**config.mk**
```make
export PLATFORM = sky130hd
export DESIGN_NAME = div_unit_flat
export DESIGN_NICKNAME = d
export VERILOG_FILES = /design/src/rtl/div_unit_if.sv /design/src/rtl/div_unit.sv /design/src/flat_wrapper.sv
export SDC_FILE = /design/constraint.sdc
export NUM_CORES = 1
export LEC_CHECK = 0
export CELL_PAD_IN_SITES_DETAIL_PLACEMENT = 1
export CELL_PAD_IN_SITES_GLOBAL_PLACEMENT = 1
export CORE_ASPECT_RATIO = 1.2
export CORE_UTILIZATION = 40
export CTS_CLUSTER_DIAMETER = 50
export DETAILED_ROUTE_END_ITERATION = 6
export GPL_ROUTABILITY_DRIVEN = 1
export PLACE_DENSITY = 0.84
export SYNTH_ARGS = -nofsm -noshare
export SYNTH_HDL_FRONTEND = slang
export SYNTH_SLANG_ARGS = --single-unit
```
**constraint.sdc**
```tcl
create_clock -name clk_i -period 17 [get_ports clk_i]
set_input_delay 3.4 -clock clk_i [delete_from_list [all_inputs] [get_ports clk_i]]
set_output_delay 3.4 -clock clk_i [all_outputs]
set_load 0.02 [all_outputs]
```
**src/rtl/div_unit_if.sv**
```systemverilog
// Request/result bundle between the core control and the iterative divider.
// The master drives the request and the result acceptance; the slave is the divider.
interface div_unit_if #(
  parameter int DataWidth    = 32,
  parameter int AddressWidth = 5
);
  logic                    start_i;
  logic [1:0]              op_i;
  logic [DataWidth-1:0]    dividend_i;
  logic [DataWidth-1:0]    divisor_i;
  logic [AddressWidth-1:0] rd_i;
  logic                    busy_o;
  logic                    result_valid_o;
  logic                    result_ready_i;
  logic [DataWidth-1:0]    result_o;
  logic [AddressWidth-1:0] rd_o;

  // Result handshake: a result transfers on a rising edge where result_valid_o and
  // result_ready_i are both high; result_o/rd_o stay stable while valid waits for ready.
  modport master (
    output start_i, op_i, dividend_i, divisor_i, rd_i, result_ready_i,
    input  busy_o, result_valid_o, result_o, rd_o
  );

  modport slave (
    input  start_i, op_i, dividend_i, divisor_i, rd_i, result_ready_i,
    output busy_o, result_valid_o, result_o, rd_o
  );
endinterface

```
**src/rtl/div_unit.sv**
```systemverilog
// Iterative radix-2 restoring divider for RV32M DIV/DIVU/REM/REMU, one quotient bit per clock.
// Optional macro DIV_UNIT_EARLY_OUT_EN: divide-by-zero and signed overflow go straight to DONE.
module div_unit #(
  parameter int DataWidth    = 32,
  parameter int AddressWidth = 5
) (
  input  logic       clk_i,
  input  logic       rst_i,
  div_unit_if.slave  bus,
  output logic [1:0] dbg_state
);
  localparam int CntWidth = $clog2(DataWidth);
  localparam logic [CntWidth-1:0]  LastCnt = CntWidth'(DataWidth - 1);
  localparam logic [DataWidth-1:0] MinVal  = {1'b1, {(DataWidth-1){1'b0}}};

  typedef enum logic [1:0] {IDLE = 2'd0, CALC = 2'd1, DONE = 2'd2} state_t;

  state_t               state;
  logic [CntWidth-1:0]  cnt;
  logic [DataWidth-1:0] rem;
  logic [DataWidth-1:0] quo;
  logic [DataWidth-1:0] dvsr;
  logic                 rem_sel;
  logic                 neg_q;
  logic                 neg_r;
  logic                 spec_hit;
  logic [DataWidth-1:0] spec_res;

  // Operand preparation and special-case detection on the request inputs.
  logic                 is_signed;
  logic                 a_neg;
  logic                 b_neg;
  logic [DataWidth-1:0] a_mag;
  logic [DataWidth-1:0] b_mag;
  logic                 div_zero;
  logic                 ovf;
  logic [DataWidth-1:0] spec_res_in;

  always_comb begin
    is_signed   = ~bus.op_i[0];
    a_neg       = is_signed & bus.dividend_i[DataWidth-1];
    b_neg       = is_signed & bus.divisor_i[DataWidth-1];
    a_mag       = a_neg ? -bus.dividend_i : bus.dividend_i;
    b_mag       = b_neg ? -bus.divisor_i : bus.divisor_i;
    div_zero    = (bus.divisor_i == '0);
    ovf         = is_signed && (bus.dividend_i == MinVal) && (&bus.divisor_i);
    spec_res_in = '0;
    if (div_zero) begin
      spec_res_in = bus.op_i[1] ? bus.dividend_i : '1;
    end else if (ovf) begin
      spec_res_in = bus.op_i[1] ? '0 : MinVal;
    end
  end

  // One restoring step; the MSB of the DataWidth+1 bit difference is the borrow.
  logic [DataWidth:0]   shifted;
  logic [DataWidth:0]   diff;
  logic                 borrow;
  logic [DataWidth-1:0] rem_next;
  logic [DataWidth-1:0] quo_next;
  logic [DataWidth-1:0] q_fin;
  logic [DataWidth-1:0] r_fin;
  logic [DataWidth-1:0] final_res;

  always_comb begin
    shifted   = {rem, quo[DataWidth-1]};
    diff      = shifted - {1'b0, dvsr};
    borrow    = diff[DataWidth];
    rem_next  = borrow ? shifted[DataWidth-1:0] : diff[DataWidth-1:0];
    quo_next  = {quo[DataWidth-2:0], ~borrow};
    q_fin     = neg_q ? -quo_next : quo_next;
    r_fin     = neg_r ? -rem_next : rem_next;
    final_res = spec_hit ? spec_res : (rem_sel ? r_fin : q_fin);
  end

  always_ff @(posedge clk_i or posedge rst_i) begin
    if (rst_i) begin
      state              <= IDLE;
      cnt                <= '0;
      rem                <= '0;
      quo                <= '0;
      dvsr               <= '0;
      rem_sel            <= 1'b0;
      neg_q              <= 1'b0;
      neg_r              <= 1'b0;
      spec_hit           <= 1'b0;
      spec_res           <= '0;
      bus.busy_o         <= 1'b0;
      bus.result_valid_o <= 1'b0;
      bus.result_o       <= '0;
      bus.rd_o           <= '0;
    end else begin
      case (state)
        IDLE: begin
          if (bus.start_i) begin
            cnt        <= '0;
            rem        <= '0;
            quo        <= a_mag;
            dvsr       <= b_mag;
            rem_sel    <= bus.op_i[1];
            neg_q      <= a_neg ^ b_neg;
            neg_r      <= a_neg;
            spec_hit   <= div_zero | ovf;
            spec_res   <= spec_res_in;
            bus.rd_o   <= bus.rd_i;
            bus.busy_o <= 1'b1;
`ifdef DIV_UNIT_EARLY_OUT_EN
            if (div_zero || ovf) begin
              bus.result_o       <= spec_res_in;
              bus.result_valid_o <= 1'b1;
              state              <= DONE;
            end else begin
              state <= CALC;
            end
`else
            state <= CALC;
`endif
          end
        end
        CALC: begin
          rem <= rem_next;
          quo <= quo_next;
          cnt <= cnt + 1'b1;
          if (cnt == LastCnt) begin
            bus.result_o       <= final_res;
            bus.result_valid_o <= 1'b1;
            state              <= DONE;
          end
        end
        DONE: begin
          if (bus.result_ready_i) begin
            bus.result_valid_o <= 1'b0;
            bus.busy_o         <= 1'b0;
            state              <= IDLE;
          end
        end
        default: begin
          bus.busy_o         <= 1'b0;
          bus.result_valid_o <= 1'b0;
          state              <= IDLE;
        end
      endcase
    end
  end

  assign dbg_state = state;
endmodule
```
**src/flat_wrapper.sv**
```systemverilog
// flat-port wrapper written by rule: the top's interface ports become plain ports
module div_unit_flat 
#(
  parameter int DataWidth    = 32,
  parameter int AddressWidth = 5
)
  (clk_i, rst_i, dbg_state, bus_start_i, bus_op_i, bus_dividend_i, bus_divisor_i, bus_rd_i, bus_result_ready_i, bus_busy_o, bus_result_valid_o, bus_result_o, bus_rd_o);
  div_unit_if #(.DataWidth(DataWidth), .AddressWidth(AddressWidth)) bus_i ();
  input  logic clk_i;
  input  logic rst_i;
  output logic [1:0] dbg_state;
  input wire logic [$bits(bus_i.start_i)-1:0] bus_start_i;
  input wire logic [$bits(bus_i.op_i)-1:0] bus_op_i;
  input wire logic [$bits(bus_i.dividend_i)-1:0] bus_dividend_i;
  input wire logic [$bits(bus_i.divisor_i)-1:0] bus_divisor_i;
  input wire logic [$bits(bus_i.rd_i)-1:0] bus_rd_i;
  input wire logic [$bits(bus_i.result_ready_i)-1:0] bus_result_ready_i;
  output wire logic [$bits(bus_i.busy_o)-1:0] bus_busy_o;
  output wire logic [$bits(bus_i.result_valid_o)-1:0] bus_result_valid_o;
  output wire logic [$bits(bus_i.result_o)-1:0] bus_result_o;
  output wire logic [$bits(bus_i.rd_o)-1:0] bus_rd_o;
  assign bus_i.start_i = bus_start_i;
  assign bus_i.op_i = bus_op_i;
  assign bus_i.dividend_i = bus_dividend_i;
  assign bus_i.divisor_i = bus_divisor_i;
  assign bus_i.rd_i = bus_rd_i;
  assign bus_i.result_ready_i = bus_result_ready_i;
  assign bus_busy_o = bus_i.busy_o;
  assign bus_result_valid_o = bus_i.result_valid_o;
  assign bus_result_o = bus_i.result_o;
  assign bus_rd_o = bus_i.rd_o;
  div_unit #(.DataWidth(DataWidth), .AddressWidth(AddressWidth)) u_core (.clk_i(clk_i), .rst_i(rst_i), .bus(bus_i), .dbg_state(dbg_state));
endmodule
```
; Yosys cells after proc, flatten, opt, wreduce, memory -nomap -nowiden
; Cells that the tools add are included.
[op_classes]
addsub = 6
multipliers = 0
n_div = 0
n_lt_le_gt_ge = 0
eq_ne = 7
shift = 0
n_mux = 26
n_bitwise = 8
reduce_logical = 12
[ops]
columns = cell, n
row1 = $mux W32, 13
row2 = $neg A32 Y32, 4
row3 = $pmux W32 S2, 2
row4 = $sub A33 B32 Y33, 1
row5 = $eq A32 B32 Y1 const B, 1
row6 = $logic_not A32 Y1, 1
row7 = $reduce_and A32 Y1, 1
row8 = $pmux W5 S2, 1
row9 = $reduce_and A3 Y1, 3
row10 = $mux W2, 3
row11 = $pmux W1 S3, 2
row12 = $pmux W2 S3, 1
row13 = $reduce_and A2 Y1, 3
row14 = $add A5 B1 Y5 const B, 1
row15 = $eq A5 B5 Y1 const B, 1
row16 = $mux W5, 1
row17 = $ne A2 B2 Y1 const B, 2
row18 = $not A1 Y1, 4
row19 = $mux W1, 3
row20 = $and A1 B1 Y1, 2
row21 = $eq A2 B1 Y1 const B, 1
row22 = $eq A2 B2 Y1 const B, 1
row23 = $logic_and A1 B1 Y1, 2
row24 = $logic_not A2 Y1, 1
row25 = other kinds (4), 4
[totals]
reg_bits = 178
latch_bits = 0
ram_bits = 0
mem_bits_ro = 0
wordCells = 73
memories = 0

; Logic depth before layout (Yosys ltp)
[depth]
depth_word = 6
ltp_mapped = 23
mapped_depth_nobuf = 21

; Worst setup path after synthesis
; No wires, ideal clock.
[synth_path]
path_kind = in2reg
start = input bus_divisor_i[8]
end = register u_core.spec_res[10]
setup_ps = 96
arrival_time_ps = 6046
t_required_ps = 16904
setup_slack_ps = 10858
cell_stages = 10
path_cell_list = or4_1 -> or3_1 -> or4_1 -> nor2_1 -> nand2_1 -> or2_1 -> or3_1 -> clkbuf_1 -> clkbuf_1 -> o31ai_1
[synth_via]
elab_chain_cells = 4
word_cells_on_any_way = 5
cone_classes = mux: 2 / reduce/logical: 3
[synth_lines]
columns = item, line
row1 = "start, declared", flat_wrapper.sv:15  ; input wire logic [$bits(bus_i.divisor_i)-1:0] bus_divisor_i;
row2 = $reduce_and A32 Y1, div_unit.sv:46  ; ovf = is_signed && (bus.dividend_i == MinVal) && (&bus.divisor_i);
row3 = $logic_and A1 B1 Y1, div_unit.sv:46
row4 = $mux W32, div_unit.sv:50  ; end else if (ovf) begin
row5 = $mux W32 *, div_unit.sv:48  ; if (div_zero) begin
row6 = "end signal, assigned", div_unit.sv:104  ; spec_res <= spec_res_in;
row7 = "end, declared", div_unit.sv:27  ; logic [DataWidth-1:0] spec_res;
; Mark *: on every way between the ends. The rest lies on a longest branch, timed or not.
; A chain may end at the register's enable or synchronous reset.

; Final worst setup path
[layout_path]
start = input bus_divisor_i[8]
end = register u_core.spec_res[31]
; The elaborated chain is that of the path after synthesis.

==> impl_metrics.py <==
metrics = {
    "logic_synthesis": {
        "ys_seq_area_share_pct": 34.66,
        "yosysUniqueCellTypes": 78,
        "yosys_register_bits": 178,
        "synth.most_common_cell": "nand2_1",
        "yosysWarnings": 0,
        "async_flop_share_pct": 100.0,
        "netlist_area_sq_mm": 0.01285,
        "synth_top_area_share_pct": 34.66,
        "netlist_top_cells_count": "nand2_1 (213), o21ai_0 (186), dfrtp_1 (178)",
        "synthFlopType": "dfrtp_1",
        "synth.area.top_cells": "dfrtp_1 (35%), o21ai_0 (7.2%), nand2_1 (6.2%), xnor2_1 (5.5%), a21oi_1 (4.6%)",
        "synth_top_area_cell": "dfrtp_1",
        "synth_fp_nets": 1706,
        "syn_inst": 1591,
        "synth_edf_count": 0,
        "avgSynthCellArea_sq_um": 8.077,
    },
    "final_layout": {
        "fin_nets": 1763,
        "finalNonFillerCells": 2062,
        "antenna_cells": 0,
        "final-seq-area_sq_mm": 0.004454,
        "fill_cells": 3837,
        "multiInputGateArea_sq_mm": 0.007816,
        "areaGrowthSynthToFinish_pct": 16.05,
        "drive_gt1_share_pct": 4.756,
    },
    "placement": {
        "place_hpwl_microns": 32670,
        "portBuffers": 115,
        "place_inst": 2030,
        "gp_congestion": 0.8967,
    },
    "clock_network": {
        "root_buffer": "clkbuf_16",
        "ctsResizeCount": 0,
        "cts_tree": "done",
        "postCtsSetupRepairBufs": 0,
        "postCtsHoldBufs": 0,
        "path_clk_slew_ps": 70,
        "htreeDepth": 4,
        "cts.sink_count": 178,
        "cts_buffers": 17,
        "insertion_delay_ps": 440,
        "cts_max_path_buffers": 2,
    },
    "floorplanning": {
        "die-area_sq_mm": 0.03285,
        "initial_utilization_pct": 40.86,
        "top_level_ports": 116,
        "rows": 71,
        "coreArea_sq_mm": 0.03145,
        "fp.dieW_microns": 165.6,
        "die_h_microns": 198.4,
    },
    "sta": {
        "finalHoldViolCount": 0,
        "post-route-period-util_pct": 38.53,
        "period_needed_ps": 6550,
        "slew_viol_final": 0,
        "worst_pin_slew_ps": 1219,
        "slew_headroom_pct": 18.50,
        "timing.fmax_mhz": 152.7,
        "setup_viol": 0,
        "setup_tns_ps": 0,
        "grt_setup_unrepaired": "false",
        "fin_skew_ps": 9.701,
    },
    "power_and_ir_drop": {
        "peakVddDrop_mv": 0.2295,
        "p_leak_nw": 5.954,
        "power.density_mw_per_mm2": 246.3,
    },
    "drt": {
        "via_per_inst": 6.021,
        "vias": 12420,
        "drt-total-wl_microns": 44480,
        "dr.pass1.iters": 5,
        "drtIter0Drc": 719,
        "detail_route.wl_per_cell_microns": 21.57,
        "drc": 0,
        "ant_nets": 0,
    },
    "setup_path": {
        "r2r_start": "u_core.quo[31]",
        "cp_max_fo": 33,
        "critical_path.endpoint_type": "register",
        "timing.reg2reg.setup_slack_ps": 10890,
        "critPathLaunch": "bus_divisor_i[8]",
        "critPathRequiredTime_ps": 17380,
        "arrival_ps": 6930,
        "cp-start-kind": "primary input",
        "crit_type": "primary input to register",
    },
    "global_route": {
        "grt_util_all_layers_pct": 27.62,
        "grt_overflow": 0,
        "grt_pass1_vias": 12900,
        "grt_max_degree": 92,
        "grt_pass1_wl_microns": 71390,
        "antenna_found_initial": 0,
    },
    "run_status": {
        "status": "finished, final reports clean",
    },
    "worst_hold_path": {
        "worstHoldPathType": "register to register",
        "hp-start": "u_core.spec_res[19]",
    },
    "run": {
        "drv_cap": 0,
    },
}
-- metal layers --
metal  GRT usage (%)  vias up  part of all wire (%)  wire (microns)
met5               0        -                     0               0
met4           11.28        0                   3.4            1509
met1           33.53     6249                    42           18750
li1                -     5820                     -               -
met2           50.13      271                    51           22890
met3           2.738       75                   3.0            1331
-- layout by cell type (no fill, tap or decap), drive strengths merged, types with 5 or more instances in the layout --
master | synthesis | final
nand2 | 213 | 213
o21ai | 191 | 191
dfrtp | 178 | 178
a21oi | 119 | 119
clkdlybuf4s50 | 0 | 115
nor2 | 110 | 110
xnor2 | 80 | 80
xor2 | 64 | 64
inv | 58 | 59
o31ai | 51 | 51
ha | 39 | 39
nor2b | 36 | 36
nor3 | 27 | 27
a22oi | 27 | 27
clkbuf | 75 | 25
nor4 | 22 | 22
or3 | 21 | 21
o22ai | 20 | 20
nand4 | 19 | 19
and3 | 18 | 18
mux2i | 18 | 18
a211oi | 17 | 17
nand3 | 16 | 16
buf | 18 | 16
or4 | 15 | 15
o41ai | 15 | 15
nand2b | 12 | 12
or2 | 12 | 12
o211ai | 11 | 11
a31oi | 9 | 9
o21a | 8 | 8
a21o | 8 | 8
a22o | 6 | 6
a211o | 5 | 5
a221oi | 5 | 5
-- cell type report --
type | count | share of cell area (%)
inverters | 59 | 1.535
well taps | 401 | 3.364
clock inverters | 7 | 0.9732
multi-input cells | 1261 | 52.41
clock buffers | 25 | 3.322
flip-flops and latches | 178 | 29.87
repair buffers | 131 | 8.524
-- state kept, by name, summed over array words and instances (netlist names), 2 cells and up --
name	cells
u_core.bus.rd_o	5
u_core.quo	32
u_core.spec_res	32
u_core.bus.result_o	32
u_core.dbg_state	2
u_core.cnt	5
u_core.dvsr	32
u_core.rem	32
-- path summary, 6_finish.rpt --
path | to | cells past startpoint
max | u_core.spec_res[31] | 12
max reg2reg | u_core.bus.result_o[30] | 21
min reg2reg | u_core.spec_res[19] | 2
max in group asynchronous | u_core.dvsr[7] | 3
min | u_core.spec_res[19] | 2
min in group asynchronous | u_core.rem[5] | 2
-- critical path, stage by stage --
cell and delay (ps):
clkdlybuf4s50_1 490, or4_1 610, or3_1 370, or4_1 470, nor2_1 200, nand2_1 70, or2_1 290, or3_1 320
buf_4 270, o21ai_0 240, nand3_1 110, nand2_1 80
-- where the power goes --
part	total [mW]	internal [mW]	switching (mW)
Combinational	2.45	0.892	1.56
Clock	0.436	0.263	0.173
Sequential	0.789	0.593	0.196
Total	3.67	1.75	1.93
-- through the flow --
stage	total power [mW]	hold slack [ps]	area (sq um)	utilization (%)	setup WS (ps)
6_report	3.674	476.4	14910	47.42	10450
5_1_grt	3.954	501.8	14910	47.42	10270
4_1_cts	3.656	478.2	14910	47.42	10490
3_5_place_dp	3.182	462.4	14270	45.38	10050
3_3_place_gp	3.106	453.9	14270	45.38	10110
2_1_floorplan	2.494	440.3	12850	-	8770
-- logic make-up (layout without fill, tap and decap cells) --
| kind of cell | count (synthesis) | in the layout | share of synthesized area, % |
|---|---|---|---|
| simple gates | 533 | 533 | 19.82 |
| compound gates | 522 | 522 | 25.23 |
| xor+xnor | 144 | 144 | 9.814 |
| fa+ha+maj | 40 | 40 | 3.953 |
| buf+inv | 152 | 222 | 4.683 |
| flops | 178 | 178 | 34.66 |
| mux | 22 | 22 | 1.840 |
Power figures use the tool's default switching activity.
